**src/rtl/piso_stream_serializer_if.sv**
```systemverilog
// Handshake bundle for the parallel-in/serial-out serializer.
// The slave view belongs to the serializer. The master view belongs to
// whatever drives the parallel side and consumes the serial side.
interface piso_stream_serializer_if #(
  parameter int WIDTH = 8
);
  logic [WIDTH-1:0] din;
  logic             din_valid;
  logic             din_ready;
  logic             dout;
  logic             dout_valid;
  logic             dout_ready;
  logic             dout_sof;
  logic             dout_eof;

  modport slave (
    input  din, din_valid, dout_ready,
    output din_ready, dout, dout_valid, dout_sof, dout_eof
  );

  modport master (
    output din, din_valid, dout_ready,
    input  din_ready, dout, dout_valid, dout_sof, dout_eof
  );
endinterface

```
**src/rtl/piso_stream_serializer.sv**
```systemverilog
// Parallel-in/serial-out converter with valid/ready on both sides.
// The first bit of a word goes straight into dout_q when the word is loaded.
// The shift register keeps only the remaining bits, pre-shifted so that its
// output end always holds the next bit to send. When the last bit is consumed
// and a new word is offered in the same cycle, the new word is loaded with no
// gap between words.
module piso_stream_serializer #(
  parameter int WIDTH     = 8,
  parameter bit LSB_FIRST = 1'b0
) (
  input  logic                        clk,
  input  logic                        rst,
  piso_stream_serializer_if.slave     bus
);

  localparam int              CW       = $clog2(WIDTH);
  localparam logic [CW-1:0]   CNT_LAST = CW'(WIDTH - 1);

  logic             busy_q,  busy_d;
  logic [WIDTH-1:0] shreg_q, shreg_d;
  logic [CW-1:0]    cnt_q,   cnt_d;
  logic             dout_q,  dout_d;
  logic             sof_q,   sof_d;
  logic             eof_q,   eof_d;

  logic last;
  logic din_ready;
  logic accept;
  logic beat;

  assign last      = busy_q && (cnt_q == CNT_LAST);
  assign din_ready = !busy_q || (bus.dout_ready && last);
  assign accept    = bus.din_valid && din_ready;
  // dout_valid is exactly the busy flag, so it stays a registered output.
  assign beat      = busy_q && bus.dout_ready;

  // Next-state: load on accept, shift on a mid-word beat, go idle after the last beat.
  always_comb begin
    busy_d  = busy_q;
    shreg_d = shreg_q;
    cnt_d   = cnt_q;
    dout_d  = dout_q;
    sof_d   = sof_q;
    eof_d   = eof_q;
    if (accept) begin
      busy_d = 1'b1;
      cnt_d  = '0;
      sof_d  = 1'b1;
      eof_d  = 1'b0;
      if (LSB_FIRST) begin
        dout_d  = bus.din[0];
        shreg_d = bus.din >> 1;
      end else begin
        dout_d  = bus.din[WIDTH-1];
        shreg_d = bus.din << 1;
      end
    end else if (beat) begin
      if (last) begin
        busy_d = 1'b0;
        dout_d = 1'b0;
        sof_d  = 1'b0;
        eof_d  = 1'b0;
      end else begin
        cnt_d = cnt_q + 1'b1;
        sof_d = 1'b0;
        eof_d = (cnt_d == CNT_LAST);
        if (LSB_FIRST) begin
          dout_d  = shreg_q[0];
          shreg_d = shreg_q >> 1;
        end else begin
          dout_d  = shreg_q[WIDTH-1];
          shreg_d = shreg_q << 1;
        end
      end
    end
  end

  // State register; reset discards any partial word.
  always_ff @(posedge clk or posedge rst) begin
    if (rst) begin
      busy_q  <= 1'b0;
      shreg_q <= '0;
      cnt_q   <= '0;
      dout_q  <= 1'b0;
      sof_q   <= 1'b0;
      eof_q   <= 1'b0;
    end else begin
      busy_q  <= busy_d;
      shreg_q <= shreg_d;
      cnt_q   <= cnt_d;
      dout_q  <= dout_d;
      sof_q   <= sof_d;
      eof_q   <= eof_d;
    end
  end

  assign bus.din_ready  = din_ready;
  assign bus.dout       = dout_q;
  assign bus.dout_valid = busy_q;
  assign bus.dout_sof   = sof_q;
  assign bus.dout_eof   = eof_q;

endmodule

```
**src/flat_wrapper.sv**
```systemverilog
// flat-port wrapper written by rule: the top's interface ports become plain ports
module piso_stream_serializer_flat 
#(
  parameter int WIDTH     = 8,
  parameter bit LSB_FIRST = 1'b0
)
  (clk, rst, bus_din, bus_din_valid, bus_dout_ready, bus_din_ready, bus_dout, bus_dout_valid, bus_dout_sof, bus_dout_eof);
  piso_stream_serializer_if #(.WIDTH(WIDTH)) bus_i ();
  input  logic clk;
  input  logic rst;
  input wire logic [$bits(bus_i.din)-1:0] bus_din;
  input wire logic [$bits(bus_i.din_valid)-1:0] bus_din_valid;
  input wire logic [$bits(bus_i.dout_ready)-1:0] bus_dout_ready;
  output wire logic [$bits(bus_i.din_ready)-1:0] bus_din_ready;
  output wire logic [$bits(bus_i.dout)-1:0] bus_dout;
  output wire logic [$bits(bus_i.dout_valid)-1:0] bus_dout_valid;
  output wire logic [$bits(bus_i.dout_sof)-1:0] bus_dout_sof;
  output wire logic [$bits(bus_i.dout_eof)-1:0] bus_dout_eof;
  assign bus_i.din = bus_din;
  assign bus_i.din_valid = bus_din_valid;
  assign bus_i.dout_ready = bus_dout_ready;
  assign bus_din_ready = bus_i.din_ready;
  assign bus_dout = bus_i.dout;
  assign bus_dout_valid = bus_i.dout_valid;
  assign bus_dout_sof = bus_i.dout_sof;
  assign bus_dout_eof = bus_i.dout_eof;
  piso_stream_serializer #(.WIDTH(WIDTH), .LSB_FIRST(LSB_FIRST)) u_core (.clk(clk), .rst(rst), .bus(bus_i));
endmodule
```
**config.mk**
```make
export PLATFORM = sky130hd
export DESIGN_NAME = piso_stream_serializer_flat
export DESIGN_NICKNAME = d
export VERILOG_FILES = /design/src/rtl/piso_stream_serializer_if.sv /design/src/rtl/piso_stream_serializer.sv /design/src/flat_wrapper.sv
export SDC_FILE = /design/constraint.sdc
export NUM_CORES = 1
export LEC_CHECK = 0
export ABC_CLOCK_PERIOD_IN_PS = 5200
export CAP_MARGIN = 20
export CORE_MARGIN = 4
export CORE_UTILIZATION = 55
export CTS_BUF_LIST = sky130_fd_sc_hd__clkbuf_8
export CTS_CLUSTER_SIZE = 16
export DETAILED_ROUTE_END_ITERATION = 8
export PLACE_DENSITY = 0.82
export REMOVE_ABC_BUFFERS = 1
export SKIP_CTS_REPAIR_TIMING = 1
export SLEW_MARGIN = 20
export SYNTH_ARGS = -nofsm -noshare
export SYNTH_HDL_FRONTEND = slang
export SYNTH_SLANG_ARGS = --single-unit
```
**constraint.sdc**
```tcl
create_clock -name clk -period 5.2 [get_ports clk]
set_clock_uncertainty 0.2 [all_clocks]
set_input_delay 1.3 -clock clk [delete_from_list [all_inputs] [get_ports clk]]
set_output_delay 1.3 -clock clk [all_outputs]
set_load 0.02 [all_outputs]
```
==> impl_metrics.tcl, run 1 <==
set metrics [dict create \
    slew_headroom_pct 57.5 \
    cts_inserted_buffers 3 \
    antenna_cells 0 \
    syn-mean-instance-area_sq_um 10.1 \
    cts_root_buf "sky130_fd_sc_hd__clkbuf_8" \
    critPathBufInv 3 \
    regToRegStartpoint "u_core.cnt_q[1]$_DFFE_PP0P_" \
    critical_path.max_stage_delay_ns 0.62 \
    first_drt_pass_iteration_count 5 \
    cp.required_ns 3.70 \
    die_height_um 48.8 \
    static-leakage-power_nw 0.474 \
    ir_drop_mv 0.233 \
    synth_sequential_area_ratio_pct 38.3 \
    vias 734 \
    final_layout_net_count 121 \
    post_layout_nonfiller_instances 121 \
    mostFrequentLayoutCell "sky130_fd_sc_hd__clkdlybuf4s50_1" \
    final_antenna_net_count 0 \
    clock_sink_count 14 \
    post_dr_wirelength_cell_um 16.4 \
    timing.critical_path.from_type "input port" \
    crit_cells 5 \
    dpl-instance-area_sq_um 1050 \
    gpl.final_weighted_congestion 0.783 \
    drive_gt1_share_pct 21.0 \
    cts.clk_slew.worst_paths_ns 0.06 \
    slowest_stage "sky130_fd_sc_hd__clkdlybuf4s50_1" \
    placement_rows 14 \
    yosysUniqueCellTypes 31 \
    power_density_nw_per_um2 431 \
    clk-insertion-delay-late_ns 0.25 \
    worstPathCellList "clkdlybuf4s50_1, buf_4, nand2_1, nand2_1, clkdlybuf4s50_1" \
    synth_top_area_share_pct 38.3 \
    place.port_buffers 16 \
    crit_path_start "bus_dout_ready" \
    die_width_um 48.8 \
    drc 0 \
    setup_violations 0 \
    htree_levels 1 \
    floorplan.initialDensity_pct 59.3 \
    max-clock-path-buffers 2 \
    areaGrowthSynthToFinish_pct 20.4 \
    grt_ovf 0 \
    reg2reg_to "u_core.shreg_q[1]$_DFFE_PP0P_" \
    setup.worst_path.end "bus_din_ready" \
    hold_class "flop to flop" \
    yosys_warnings 0 \
    synth-edff-count 0 \
    critical_setup_path_class "input port to output pin" \
    grt_first_pass_wirelength_um 3410 \
    placeableCoreArea_sq_um 1540 \
    hold_violations 0 \
    tritoncts "yes" \
    finalCritPeriodShare_pct 81.3 \
    number_of_antenna_violations_at_the_first_check_in_global_routing 0 \
    cp-end-kind "output pin" \
    synth-main-ff-cell "sky130_fd_sc_hd__dfrtp_1" \
    rr_worst_depth 5 \
    netlist_top_cells_area "sky130_fd_sc_hd__dfrtp_1 38%, sky130_fd_sc_hd__o221a_2 7.4%, sky130_fd_sc_hd__mux2_2 4.9%" \
    grt.total_usage_pct 18.1 \
    result_of_the_run "finished clean" \
    n_fill_cell 114 \
    dp_cells 117 \
    detailedRoute.firstIterationViolations 14 \
    maximum_number_of_pins_on_one_net_before_global_route_repair 24 \
    synth_seq_cells 14 \
    synthesized_instance_count 91 \
    synthDominantAreaCellType "sky130_fd_sc_hd__dfrtp_1" \
    layout_common_cells "16 x sky130_fd_sc_hd__clkdlybuf4s50_1, 14 x sky130_fd_sc_hd__dfrtp_1, 8 x sky130_fd_sc_hd__o21ai_0, 7 x sky130_fd_sc_hd__inv_1, 6 x sky130_fd_sc_hd__o221a_2" \
    worst_slew_pin_slew_ns 0.637 \
    detail_route.vias_per_cell 6.07 \
    critical_path_arrival_ns 2.73 \
    netlist_area_sq_um 915 \
    critical-path-top-delay-family "buffers and inverters" \
    io_pins 17 \
    rsz0062_at_grt "false" \
    max_freq_ghz 0.237 \
    dieArea_sq_um 2380 \
    r2r_slack_ns 3.13 \
    postSynth.asyncResetShare_pct 100 \
    place.detailed.hpwl_um 1320 \
    total_detailed_routing_wirelength_um 1990 \
    finalWorstPathRequiredPeriod_ns 4.23 \
    crit_fanout 14 \
    final-max-slew-violation-count 0 \
    setup_total_negative_slack_ns 0 \
    first_global_vias 742 \
    maxCapViolCount 0 \
    finalInstanceArea_sq_um 1100 \
]
==> registers in the layout, summed over array words and instances, names as in the netlist <==
signal	flops
u_core.shreg_q	7
u_core.cnt_q	3
u_core.bus.dout	1
u_core.bus.dout_eof	1
u_core.bus.dout_sof	1
u_core.bus.dout_valid	1
==> through the flow <==
step	hold slack, ns	power (mW)	worst slack [ns]	util, %
final	0.320	0.475	0.973	71.4
after global routing	0.371	0.509	0.920	71.4
after CTS	0.326	0.476	0.977	71.4
after detailed placement	0.313	0.365	0.978	67.9
after global placement	0.308	0.358	0.989	67.9
after floorplan	0.295	0.304	2.18	-
==> power by group <==
group	switching [mW]	leakage, nW	internal (mW)	total, mW
combinational	0.0824	0.282	0.100	0.183
clock	0.0412	0.0288	0.0671	0.108
sequential	0.0342	0.163	0.149	0.183
==> cell type report <==
class / instances / area [sq um] / area share [%]
multi-input cells: 62 / 478 / 43.4
inverters: 8 / 30.0 / 2.73
clock buffers: 4 / 55.1 / 5.00
well taps: 16 / 20.0 / 1.82
flip-flops and latches: 14 / 350 / 31.8
repair buffers: 17 / 168 / 15.2
==> worst reg2reg max path: stages, from the launching register on <==
cell                       delay [ns]
sky130_fd_sc_hd__dfrtp_1         0.40
sky130_fd_sc_hd__ha_1            0.17
sky130_fd_sc_hd__ha_1            0.56
sky130_fd_sc_hd__nand2b_1        0.24
sky130_fd_sc_hd__o21ai_0         0.10
sky130_fd_sc_hd__a221oi_1        0.28
==> kinds of logic after synthesis <==
family,Yosys count,synth area share [%]
flip-flops,14,38.3
buffers and inverters,15,9.44
AO/OA/AOI/OAI,27,23.9
adder cells (fa/ha/maj),3,4.10
AND/OR/NAND/NOR,27,18.2
multiplexers,5,6.02
==> synthesized netlist by cell type, types with 2 or more instances <==
cell type / n
sky130_fd_sc_hd__dfrtp_1: 14
sky130_fd_sc_hd__o21ai_0: 8
sky130_fd_sc_hd__inv_1: 7
sky130_fd_sc_hd__o221a_2: 6
sky130_fd_sc_hd__nor2_1: 5
sky130_fd_sc_hd__nor3b_1: 5
sky130_fd_sc_hd__mux2_2: 4
sky130_fd_sc_hd__nand2_1: 4
sky130_fd_sc_hd__a22o_1: 3
sky130_fd_sc_hd__and3b_2: 3
sky130_fd_sc_hd__buf_2: 3
sky130_fd_sc_hd__ha_1: 3
sky130_fd_sc_hd__nand2b_1: 3
sky130_fd_sc_hd__a32oi_1: 2
sky130_fd_sc_hd__buf_4: 2
sky130_fd_sc_hd__nand3_1: 2
sky130_fd_sc_hd__o221ai_1: 2
sky130_fd_sc_hd__or3_1: 2
==> layer usage <==
layer  vias up  wire length [um]  global-route usage, %  share of wire [%]
li1        364                 -                      -                  -
met1       351               926                   25.2                 47
met2        15               954                   26.5                 48
met3         4                74                   3.36                3.7
met4         0                33                   8.97                1.7
met5         -                 0                      0                  0
==> how the worst min path moves through the flow <==
stage                                               start                              end  slack, ns  depth (start not counted)
after floorplan               u_core.cnt_q[2]$_DFFE_PP0P_      u_core.cnt_q[2]$_DFFE_PP0P_       0.29                          1
after global placement    u_core.bus.dout_eof$_DFFE_PP0P_  u_core.bus.dout_eof$_DFFE_PP0P_       0.31                          2
after detailed placement  u_core.bus.dout_eof$_DFFE_PP0P_  u_core.bus.dout_eof$_DFFE_PP0P_       0.31                          2
after CTS                 u_core.bus.dout_eof$_DFFE_PP0P_  u_core.bus.dout_eof$_DFFE_PP0P_       0.33                          2
after global routing          u_core.cnt_q[2]$_DFFE_PP0P_      u_core.cnt_q[2]$_DFFE_PP0P_       0.37                          1
final                     u_core.bus.dout_eof$_DFFE_PP0P_  u_core.bus.dout_eof$_DFFE_PP0P_       0.32                          2
Power figures use the tool's default switching activity.
==> run 2, diff against run 1 <==
--- a/config.mk
+++ b/config.mk
@@ -5,14 +5,14 @@
 export SDC_FILE = /design/constraint.sdc
 export NUM_CORES = 1
 export LEC_CHECK = 0
-export ABC_CLOCK_PERIOD_IN_PS = 5200
+export ABC_CLOCK_PERIOD_IN_PS = 3750
 export CAP_MARGIN = 20
 export CORE_MARGIN = 4
-export CORE_UTILIZATION = 55
+export CORE_UTILIZATION = 48
 export CTS_BUF_LIST = sky130_fd_sc_hd__clkbuf_8
 export CTS_CLUSTER_SIZE = 16
 export DETAILED_ROUTE_END_ITERATION = 8
-export PLACE_DENSITY = 0.82
+export PLACE_DENSITY = 0.76
 export REMOVE_ABC_BUFFERS = 1
 export SKIP_CTS_REPAIR_TIMING = 1
 export SLEW_MARGIN = 20
==> constraint.sdc (replaced) <==
create_clock -name clk -period 3.75 [get_ports clk]
set_clock_uncertainty 0.2 [all_clocks]
set_input_delay 0.9375 -clock clk [delete_from_list [all_inputs] [get_ports clk]]
set_output_delay 0.9375 -clock clk [all_outputs]
set_load 0.02 [all_outputs]
==> run 2 against run 1 <==
First-iteration DRC count up 57%. Cell area increased by 1.7%. Non-clock buffer count grew 1. Critical path depth is 1 lower. Routed wire length rose by 2.6%. Cell count grew 8.3%. Utilization is 8.0 points lower. Sequential power rose by 40%. Register-to-register slack got worse by 1.3 ns. Via count up 2.9%. Die area grew 12%. Critical endpoint unchanged. Largest cell class unchanged.
==> impl_metrics.tcl, run 2 (synthesized netlist as in run 1, its figures left out) <==
set metrics [dict create \
    max-clock-path-buffers 2 \
    placeableCoreArea_sq_um 1760 \
    detail_route.vias_per_cell 5.76 \
    crit_fanout 2 \
    max_freq_ghz 0.301 \
    ir_drop_mv 0.313 \
    placement_rows 15 \
    cp.required_ns 2.61 \
    drive_gt1_share_pct 21.7 \
    flip_flop_count_of_the_largest_register_all_copies_and_words_added 7 \
    reg_top3 "u_core.shreg_q (7), u_core.cnt_q (3)" \
    cp-end-kind "output pin" \
    hold_violations 0 \
    areaGrowthSynthToFinish_pct 22.4 \
    critical_setup_path_class "input port to output pin" \
    place.port_buffers 16 \
    die_height_um 51.7 \
    setup_total_negative_slack_ns 0 \
    n_fill_cell 160 \
    drc 0 \
    setup_violations 0 \
    floorplan.initialDensity_pct 51.8 \
    static-leakage-power_nw 0.479 \
    mostFrequentLayoutCell "sky130_fd_sc_hd__clkdlybuf4s50_1" \
    htree_levels 1 \
    finalCritPeriodShare_pct 88.6 \
    clock_sink_count 14 \
    vias 755 \
    power_density_nw_per_um2 590 \
    cts.clk_slew.worst_paths_ns 0.06 \
    timing.critical_path.from_type "input port" \
    finalWorstPathRequiredPeriod_ns 3.32 \
    post_dr_wirelength_cell_um 15.6 \
    critical-path-top-delay-family "buffers and inverters" \
    slew_headroom_pct 55.7 \
    worst_slew_pin_slew_ns 0.662 \
    dieArea_sq_um 2670 \
    total_detailed_routing_wirelength_um 2040 \
    rsz0062_at_grt "false" \
    maxCapViolCount 0 \
    clk-insertion-delay-late_ns 0.24 \
    cts_root_buf "sky130_fd_sc_hd__clkbuf_8" \
    first_global_vias 752 \
    critPathBufInv 2 \
    first_drt_pass_iteration_count 4 \
    dpl-instance-area_sq_um 1060 \
    grt.total_usage_pct 17.5 \
    tritoncts "yes" \
    gpl.final_weighted_congestion 0.755 \
    maximum_number_of_pins_on_one_net_before_global_route_repair 24 \
    number_of_antenna_violations_at_the_first_check_in_global_routing 0 \
    final_layout_net_count 122 \
    result_of_the_run "finished clean" \
    detailedRoute.firstIterationViolations 22 \
    grt_first_pass_wirelength_um 3480 \
    critical_path_arrival_ns 2.19 \
    layout_common_cells "16 x sky130_fd_sc_hd__clkdlybuf4s50_1, 14 x sky130_fd_sc_hd__dfrtp_1, 8 x sky130_fd_sc_hd__o21ai_0, 7 x sky130_fd_sc_hd__inv_1, 6 x sky130_fd_sc_hd__o221a_2" \
    antenna_cells 0 \
    worstPathCellList "clkdlybuf4s50_1, nand2_1, nand2_1, clkdlybuf4s50_1" \
    io_pins 17 \
    largest-register "u_core.shreg_q" \
    cts_inserted_buffers 3 \
    slowest_stage "sky130_fd_sc_hd__clkdlybuf4s50_1" \
    grt_ovf 0 \
    place.detailed.hpwl_um 1480 \
    hold_class "flop to flop" \
    worst_hold_slack_ns 0.346 \
    die_width_um 51.7 \
    critical_path.max_stage_delay_ns 0.62 \
    finalInstanceArea_sq_um 1120 \
    final_antenna_net_count 0 \
    final-max-slew-violation-count 0 \
]
[run 2: final cells by class]
type | instances | area (sq um) | area share [%]
Inverter | 8 | 30.0 | 2.68
Timing Repair Buffer | 18 | 175 | 15.6
Tap cell | 25 | 31.3 | 2.79
Clock buffer | 4 | 55.1 | 4.92
Sequential cell | 14 | 350 | 31.3
Multi-Input combinational cell | 62 | 478 | 42.7
[run 2: final timing paths]
check                                           startpoint                                 to  slack (ns)  depth (start not counted)
min reg2reg                u_core.bus.dout_eof$_DFFE_PP0P_    u_core.bus.dout_eof$_DFFE_PP0P_        0.35                          2
max in group asynchronous                              rst        u_core.cnt_q[0]$_DFFE_PP0P_        2.17                          2
min                        u_core.bus.dout_eof$_DFFE_PP0P_    u_core.bus.dout_eof$_DFFE_PP0P_        0.35                          2
min in group asynchronous                              rst  u_core.bus.dout_valid$_DFFE_PP0P_        0.83                          2
max                                         bus_dout_ready                      bus_din_ready        0.43                          4
max reg2reg                    u_core.cnt_q[1]$_DFFE_PP0P_        u_core.cnt_q[0]$_DFFE_PP0P_        1.82                          6
[run 2: tightest hold or removal path: stages, from the launching register on]
cell	delay [ns]
sky130_fd_sc_hd__dfrtp_1	0.35
sky130_fd_sc_hd__o21ai_0	0.08
sky130_fd_sc_hd__o21ai_0	0.08
[run 2: metal layers]
layer	vias up	global-route usage, %	routed length (um)
li1	365	-	-
met1	358	23.1	877
met2	28	28.2	997
met3	4	3.44	138
met4	0	6.55	25
met5	-	0	0
[run 2: report_power, final]
part | switching (mW) | internal (mW) | leakage (nW)
logic | 0.115 | 0.141 | 0.287
clock network | 0.0569 | 0.0930 | 0.0288
registers | 0.0486 | 0.207 | 0.163
total | 0.221 | 0.441 | 0.479
[run 2: through the flow]
stage	setup slack, ns	instances	util [%]	power, mW
after detailed placement	0.416	127	60.4	0.515
after CTS	0.415	131	63.5	0.667
final	0.427	131	63.5	0.661
after global placement	0.412	127	60.4	0.498
after floorplan	1.40	84	-	0.422
after global routing	0.347	131	63.5	0.711
